$ cat src/rtl/pipeline_hazard_ctrl.sv
// Stall/flush sequencer for the 5-stage pipeline: load-use bubbles, EX redirects,
// memory-busy freeze, idle clock-gate request and saturating perf counters.
module pipeline_hazard_ctrl #(
  parameter int unsigned CNT_W       = 16,
  parameter int unsigned IDLE_THRESH = 8,
  parameter int unsigned MEM_TIMEOUT = 64
) (
  input  logic             clk,
  input  logic             rst,
  input  logic             id_valid,
  input  logic [4:0]       id_rs1,
  input  logic [4:0]       id_rs2,
  input  logic             id_uses_rs1,
  input  logic             id_uses_rs2,
  input  logic [4:0]       ex_rd,
  input  logic             ex_mem_read,
  input  logic             ex_branch_taken,
  input  logic             ex_jump,
  input  logic             mem_req,
  input  logic             mem_ready,
  input  logic             wake,
  input  logic             cnt_clr,
  output logic             pc_write,
  output logic             pc_sel,
  output logic             if_id_write,
  output logic             if_id_flush,
  output logic             id_ex_write,
  output logic             id_ex_flush,
  output logic             ex_mem_write,
  output logic             gate_req,
  output logic             mem_timeout,
  output logic [1:0]       state,
  output logic [CNT_W-1:0] stall_cnt,
  output logic [CNT_W-1:0] flush_cnt
);

  localparam int unsigned IDLE_W = 8;
  localparam int unsigned WAIT_W = 16;

  typedef enum logic [1:0] {
    RUN      = 2'd0,
    MEM_WAIT = 2'd1,
    IDLE     = 2'd2
  } state_t;

  state_t              state_q;
  logic [IDLE_W-1:0]   idle_cnt;
  logic [WAIT_W-1:0]   wait_cnt;
  logic [WAIT_W-1:0]   wait_inc;
  logic                luse_q;
  logic                mem_busy;
  logic                redirect;
  logic                luse_raw;
  logic                load_use;
  logic                activity;
  logic                idle_hit;

  assign mem_busy = mem_req & ~mem_ready;
  assign redirect = ex_branch_taken | ex_jump;
  assign luse_raw = ex_mem_read & (ex_rd != 5'd0) & id_valid &
                    ((id_uses_rs1 & (id_rs1 == ex_rd)) | (id_uses_rs2 & (id_rs2 == ex_rd)));
  // The bubble just inserted now sits in EX, so the same load never stalls twice.
  assign load_use = luse_raw & ~luse_q;
  assign activity = id_valid | mem_req | ex_branch_taken | ex_jump | wake;
  // Idle threshold is reached on the edge that takes idle_cnt to IDLE_THRESH.
  assign idle_hit = ~activity & ((32'(idle_cnt) + 32'd1) >= IDLE_THRESH);
  assign wait_inc = (wait_cnt == WAIT_W'(MEM_TIMEOUT)) ? wait_cnt : wait_cnt + WAIT_W'(1);
  assign state    = state_q;
  assign gate_req = ~rst & (state_q == IDLE) & ~activity;

  // Mealy pipeline controls in priority order: memory freeze, redirect, load-use.
  always_comb begin
    pc_write     = 1'b1;
    pc_sel       = 1'b0;
    if_id_write  = 1'b1;
    if_id_flush  = 1'b0;
    id_ex_write  = 1'b1;
    id_ex_flush  = 1'b0;
    ex_mem_write = 1'b1;
    if (!rst) begin
      if (mem_busy) begin
        pc_write     = 1'b0;
        if_id_write  = 1'b0;
        id_ex_write  = 1'b0;
        ex_mem_write = 1'b0;
      end else if (redirect) begin
        pc_sel      = 1'b1;
        if_id_flush = 1'b1;
        id_ex_flush = 1'b1;
      end else if (load_use) begin
        pc_write    = 1'b0;
        if_id_write = 1'b0;
        id_ex_flush = 1'b1;
      end
    end
  end

  always_ff @(posedge clk or posedge rst) begin
    if (rst) begin
      state_q     <= RUN;
      idle_cnt    <= '0;
      wait_cnt    <= '0;
      mem_timeout <= 1'b0;
      luse_q      <= 1'b0;
      stall_cnt   <= '0;
      flush_cnt   <= '0;
    end else begin
      if (activity)
        idle_cnt <= '0;
      else if (idle_cnt != IDLE_W'(IDLE_THRESH))
        idle_cnt <= idle_cnt + IDLE_W'(1);

      case (state_q)
        RUN: begin
          if (mem_busy)      state_q <= MEM_WAIT;
          else if (idle_hit) state_q <= IDLE;
        end
        MEM_WAIT: if (!mem_busy) state_q <= RUN;
        IDLE: begin
          if (mem_busy)      state_q <= MEM_WAIT;
          else if (activity) state_q <= RUN;
        end
        default: state_q <= RUN;
      endcase

      if ((state_q == MEM_WAIT) && mem_busy) wait_cnt <= wait_inc;
      else                                    wait_cnt <= '0;
      if ((state_q == MEM_WAIT) && (wait_inc == WAIT_W'(MEM_TIMEOUT))) mem_timeout <= 1'b1;

      // Frozen cycles hold the bubble marker until the pipeline moves again.
      if (!mem_busy) luse_q <= load_use & ~redirect;

      if (cnt_clr)
        stall_cnt <= '0;
      else if ((mem_busy | (load_use & ~redirect)) && (stall_cnt != '1))
        stall_cnt <= stall_cnt + CNT_W'(1);

      if (cnt_clr)
        flush_cnt <= '0;
      else if (~mem_busy & redirect && (flush_cnt != '1))
        flush_cnt <= flush_cnt + CNT_W'(1);
    end
  end

endmodule

$ cat config.mk
export PLATFORM = sky130hd
export DESIGN_NAME = pipeline_hazard_ctrl
export DESIGN_NICKNAME = d
export VERILOG_FILES = /design/src/rtl/pipeline_hazard_ctrl.sv
export SDC_FILE = /design/constraint.sdc
export NUM_CORES = 1
export LEC_CHECK = 0
export BUFFER_PORTS_ARGS = -buffer_cell sky130_fd_sc_hd__buf_2
export CAP_MARGIN = 20
export CORE_MARGIN = 2
export CORE_UTILIZATION = 30
export CTS_BUF_LIST = sky130_fd_sc_hd__clkbuf_4
export DETAILED_ROUTE_END_ITERATION = 7
export PLACE_DENSITY = 0.52
export SLEW_MARGIN = 20
export SYNTH_ARGS = -nofsm -noshare
export SYNTH_HDL_FRONTEND = slang
export SYNTH_SLANG_ARGS = --single-unit
$ cat constraint.sdc
create_clock -name clk -period 2.59 [get_ports clk]
set_input_delay 0.3885 -clock clk [delete_from_list [all_inputs] [get_ports clk]]
set_output_delay 0.3885 -clock clk [all_outputs]
set_load 0.01 [all_outputs]
==> reports/metrics.cfg, run 1 <==
[place]
routabilityCongestion = 0.865
hpwl_mm = 6.09
numPortBuffers = 69

[clocking]
post-cts-setup-buffers = 0
clock_sinks = 60
cts_buffers = 9
cts_tree = done
htree_levels = 3
clk_latency_ns = 0.41
clock_path_buffers = 2
clk_pin_slew_ns = 0.12
clock-root-buffer = clkbuf_4

[timing]
skew_ns = 0.0147
slew_headroom = 0.538
finalMaxSlewViolations = 0
max_freq_ghz = 0.463
rsz0062_at_grt = false
tns_ns = 0
hold_viol_final = 0
worst_pin_slew_ns = 0.691
finalCritPeriodShare = 0.834
min_period_ns = 2.16
setup_violations = 0

[synthesis]
yosysWarnings = 0
synthesis.area_mm2 = 0.00341
yosys.area_share.adder = 0.0220
synthSimpleGateAreaFrac = 0.271
synth_compound_area_frac = 0.104
synthDistinctLibCells = 46
synthCells = 369
synth_top_family_by_area = simple AND/OR/NAND/NOR gates
synth_edf_count = 0
async_flop_share = 1.00
synth_xor_area_frac = 0.116
syn_nets = 402
seq_area_frac_synth = 0.440
synth.avg_cell_area_um2 = 9.24
synth_top_flop_cell = dfrtp_1
ys_ff_latch = 60
synthMuxAreaShare = 0.00881

[worst_setup_path]
ff2ff_setup_slack_ns = 0.44
r2r-end = stall_cnt[15]
timing.rr.start = stall_cnt[0]
cp_max_fo = 17
end_kind = output port
critPathRequiredTime_ns = 2.20
crit_path_start_kind = primary input
worst-path-buf-inv = 4
crit_chain = dlygate4sd3_1 -> buf_2 -> clkinvlp_4 -> nand2_1 -> buf_2
worstRegToRegCells = 7
critPathArrivalTime_ns = 1.77
crit_path_top_delay_cell = dlygate4sd3_1
critPathMaxStageDelay_ns = 0.52
worst-setup-path-type = primary input to output port
cp_common_cell = buf_2
cp_top_family = buffers and inverters

[cells_and_area]
multi_input_area_mm2 = 0.00178
final_cell_mix = 69 x buf_2, 60 x dfrtp_1, 45 x nor2_1, 28 x xnor2_1
diodes = 0
seq_area_mm2 = 0.00150
post-route-util = 0.371
syn2layout_area_growth_pct = 19.4
drive_above_1_share = 0.217
layout_commonest_cell = buf_2
n_fill_cell = 1131
nets = 475

[grt]
grt_use_total = 0.139
grt_max_degree = 47
grt.overflow.total = 0
antenna_found_initial = 0
first_global_vias = 2783
grt_pass1_wl_mm = 14.0

[floorplanning]
die_w_um = 111
row_count = 38
dieArea_mm2 = 0.0122
ios = 70
coreArea_mm2 = 0.0110
die_y_um = 111
start_util = 0.310

[hold_path]
hp-class = primary input to flip-flop
whs_path_depth = 4
hold_end = luse_q
min-delay-start = mem_ready

[routing]
vias_per_cell = 5.03
drtPass1Iterations = 4
wl_per_cell_um = 14.3
ant_nets = 0
drt-total-wl_mm = 8.38
vias = 2953
drtIter0Drc = 87
drc = 0

[pwr]
cellPowerDensity_mw_per_mm2 = 463
finalPower_mw = 1.89
leakagePower_nw = 1.74
ir_worst_vdd_uv = 237

[outcome]
status = finished clean

[flow_run]
maxCapViolations = 0

==> logic make-up after synthesis <==
group,after synthesis
buf+inv,26
compound gates,59
xor+xnor,45
fa+ha+maj,6
mux,3
flops,60
simple gates,170
==> through the flow <==
stage          area, µm²  hold slack [ns]  setup slack, ns  std cells
2_1_floorplan       3410            0.452            0.442        369
3_3_place_gp        3900            0.454            0.444        570
3_5_place_dp        3900            0.451            0.425        570
4_1_cts             4070            0.306            0.346        587
5_1_grt             4070            0.346            0.252        587
6_report            4070            0.333            0.431        587
==> final cells by class <==
| class | count | area share |
|---|---|---|
| Multi-Input combinational cell | 283 | 0.437 |
| Sequential cell | 60 | 0.369 |
| Timing Repair Buffer | 74 | 0.0977 |
| Tap cell | 140 | 0.0430 |
| Clock inverter | 6 | 0.0218 |
| Clock buffer | 10 | 0.0184 |
| Inverter | 14 | 0.0138 |
==> where the power goes <==
group / internal, mW / switching, mW
logic: 0.0585 / 0.0908
registers: 0.944 / 0.0108
clock network: 0.402 / 0.379
==> synth_stat cells (all sizes together) (8+ instances only) <==
cell,n,area share
dfrtp,60,0.44
nor2,45,0.050
xnor2,28,0.072
a21oi,24,0.036
nand2,23,0.025
nand3,22,0.032
o21ai,17,0.025
or3,17,0.031
xor2,17,0.044
inv,14,0.015
nand4,13,0.026
and3,9,0.017
nor3,8,0.012
==> timing repair <==
action,CTS,global route
resized for setup,0,0
hold endpoints to repair,10,0
hold buffers,1,0
==> worst max-delay path by stage <==
stage,start,to,slack [ns],cells past startpoint
2_1_floorplan,rst,id_ex_write,0.44,3
3_3_place_gp,ex_rd[1],stall_cnt[1],0.44,8
3_5_place_dp,ex_rd[3],stall_cnt[10],0.42,8
4_1_cts,rst,if_id_write,0.35,5
5_1_grt,rst,ex_mem_write,0.25,5
6_report,rst,if_id_write,0.43,5
==> flip-flops by register name (all words and copies together), names as in the netlist <==
name and cells:
flush_cnt 16, stall_cnt 16, wait_cnt 16, idle_cnt 8, state 2, luse_q 1, mem_timeout 1
==> worst min-delay path, cell delays in order <==
cell	delay [ns]
buf_2	0.09
nor2b_1	0.09
nand2_1	0.07
o21ai_0	0.07
==> per-layer routing <==
| metal | share of wire | GRT usage | vias up |
|---|---|---|---|
| met3 | 0.044 | 0.0373 | 14 |
| li1 | - | - | 1460 |
| met1 | 0.46 | 0.184 | 1418 |
| met5 | 0 | 0 | - |
| met4 | 0.018 | 0.0400 | 0 |
| met2 | 0.48 | 0.222 | 61 |
Power figures use the tool's default switching activity.
==> run 2: changes to the inputs <==
Settings changed: PLACE_DENSITY 0.52 to 0.54.
Clock period 2.59 ns to 1.8 ns, I/O delays scaled along.
==> reports/metrics.cfg, run 2 (same netlist as run 1, synthesis figures left out) <==
[clocking]
clk_pin_slew_ns = 0.10  ; -0.02 ns
clock-root-buffer = clkbuf_4
htree_levels = 3  ; unchanged
clock_path_buffers = 2  ; unchanged
clk_latency_ns = 0.40  ; about the same
cts_buffers = 9  ; unchanged
clock_sinks = 60  ; unchanged
cts_tree = done

[cells_and_area]
post-route-util = 0.457  ; +0.0859
final_cell_mix = 72 x buf_4, 69 x buf_2, 53 x dfrtp_1, 43 x nor2_1, 26 x xnor2_1
instances_no_fill = 665  ; +13%
nets = 553  ; +16%
top_regs = flush_cnt x16, stall_cnt x16, wait_cnt x16
layout_commonest_cell = buf_4
diodes = 0  ; unchanged
syn2layout_area_growth_pct = 47.1
drive_above_1_share = 0.436  ; +0.219

[timing]
holdWs_ns = 0.246  ; -0.0870 ns
rsz0062_at_grt = true
worst_pin_slew_ns = 0.686  ; -0.00433 ns
finalMaxSlewViolations = 0  ; unchanged
setup_slack_ns = -0.241  ; -0.672 ns
max_freq_ghz = 0.490
setup_violations = 20  ; +20
hold_viol_final = 0  ; unchanged
min_period_ns = 2.04
slew_headroom = 0.542  ; +0.00428
tns_ns = -3.02  ; -3.02 ns
skew_ns = 0.0119  ; -0.00275 ns
finalCritPeriodShare = 1.13

[floorplanning]
start_util = 0.310  ; unchanged
die_w_um = 111  ; unchanged
row_count = 38  ; unchanged
die_y_um = 111  ; unchanged
coreArea_mm2 = 0.0110  ; unchanged
ios = 70  ; unchanged
dieArea_mm2 = 0.0122  ; unchanged

[worst_setup_path]
cp_max_fo = 8  ; -9
crit_path_top_delay_cell = or4_4
crit_chain = nor4b_2 -> o211ai_1 -> a31oi_2 -> a21oi_4 -> buf_12 -> or4_4 -> a21oi_2
critPathRequiredTime_ns = 2.13  ; -0.07 ns
worst-setup-path-type = flip-flop to flip-flop
critPathArrivalTime_ns = 2.37  ; +0.60 ns
crit_path_start_kind = flip-flop
end_kind = flip-flop
worst-path-buf-inv = 1  ; -3
critPathMaxStageDelay_ns = 0.47  ; -0.05 ns
cp_top_family = simple AND/OR/NAND/NOR gates

[grt]
met2_usage = 0.234  ; +0.0110
antenna_found_initial = 0  ; unchanged
grt.overflow.total = 0  ; unchanged
use_met1 = 0.198  ; +0.0133
grt_max_degree = 47  ; unchanged
grt_pass1_wl_mm = 14.8  ; +5.9%
first_global_vias = 3090  ; +11%
use_met3 = 0.0335  ; -0.00384
grt_use_total = 0.147  ; +0.00854
grt.busiest_layer = met2

[flow_run]
maxCapViolations = 0  ; unchanged

[routing]
wl_per_cell_um = 14.4  ; +0.78%
ant_nets = 0  ; unchanged
drt-total-wl_mm = 9.57  ; +14%
vias_per_cell = 4.97  ; -1.2%
drtPass1Iterations = 4  ; unchanged
vias = 3305  ; +12%
drtIter0Drc = 88  ; +1.1%
drc = 0  ; unchanged

[place]
routabilityCongestion = 0.781  ; -9.6%
dp_cells = 636  ; +12%
place_ws_ns = -0.254  ; -0.679 ns
hpwl_mm = 6.65  ; +9.2%
numPortBuffers = 69  ; unchanged

[outcome]
status = finished, violations left
violations = setup timing

[pwr]
leakagePower_nw = 2.22  ; +28%
internal-power_mw = 1.83  ; +30%
cellPowerDensity_mw_per_mm2 = 500  ; +7.9%
p_sw_frac = 0.271  ; +0.0160
combPwrFrac = 0.128  ; +0.049
p_switching_mw = 0.679  ; +41%
pwr-share-seq = 0.546  ; +0.040
ir_worst_vdd_uv = 325  ; +37%
p_clk_frac = 0.326  ; -0.088

[hold_path]
hp-class = primary input to flip-flop

run 2: cell types whose count changed in the layout (fill, tap and decap cells not counted), moves of 5 or more:
cell	before	now
a21oi_1	23	18
nand3_1	22	17
buf_4	3	72
nand2_1	23	16
dfrtp_2	0	7
dfrtp_1	60	53
nand2_2	0	7
run 2: power groups by stage:
stage / Sequential (mW) / Combinational (mW) / Clock, mW
after detailed placement: 1.39 / 0.265 / 0
final: 1.37 / 0.320 / 0.818
after global placement: 1.39 / 0.262 / 0
after global routing: 1.37 / 0.348 / 0.918
after floorplan: 1.40 / 0.127 / 0
after CTS: 1.37 / 0.274 / 0.859
run 2: timing repair:
action | 4_1_cts | 5_1_grt
gates cloned | 0 | 3
hold endpoints to repair | 14 | 0
resized for setup | 11 | 55
setup buffers | 0 | 9
endpoints found under the setup margin | 21 | 36
pin swaps | 7 | 46
hold buffers | 1 | 0
run 2: worst paths after layout:
kind | start | endpoint | slack, ns | depth (start not counted)
max reg2reg | luse_q | stall_cnt[7] | -0.24 | 7
min in group asynchronous | rst | wait_cnt[3] | 0.54 | 4
max | luse_q | stall_cnt[7] | -0.24 | 7
min reg2reg | mem_timeout | mem_timeout | 0.49 | 1
max in group asynchronous | rst | stall_cnt[5] | 0.63 | 4
min | mem_ready | luse_q | 0.25 | 4
run 2: tightest hold or removal path, stage by stage:
cell,delay (ns)
buf_2,0.08
nor2b_1,0.10
nand2_1,0.08
o21ai_0,0.07
run 2: routing by layer:
layer / share of wire / wire, µm
met1: 0.46 / 4390
met2: 0.49 / 4670
met3: 0.036 / 349
met4: 0.017 / 167
met5: 0 / 0
run 2: final cells by class:
class	instances	area, µm²
clock buffer	12	90.1
tap	140	175
sequential	60	1510
fill	1077	5970
clock inverter	4	16.3
timing repair buffer	152	1070
multi-input combinational	283	2100
inverter	14	56.3
run 2: per-stage QoR:
step	instance area (µm²)	power (mW)
3_3_place_gp	4440	1.66
3_5_place_dp	4440	1.66
4_1_cts	4610	2.50
6_report	5020	2.51
2_1_floorplan	3460	1.53
5_1_grt	5020	2.64
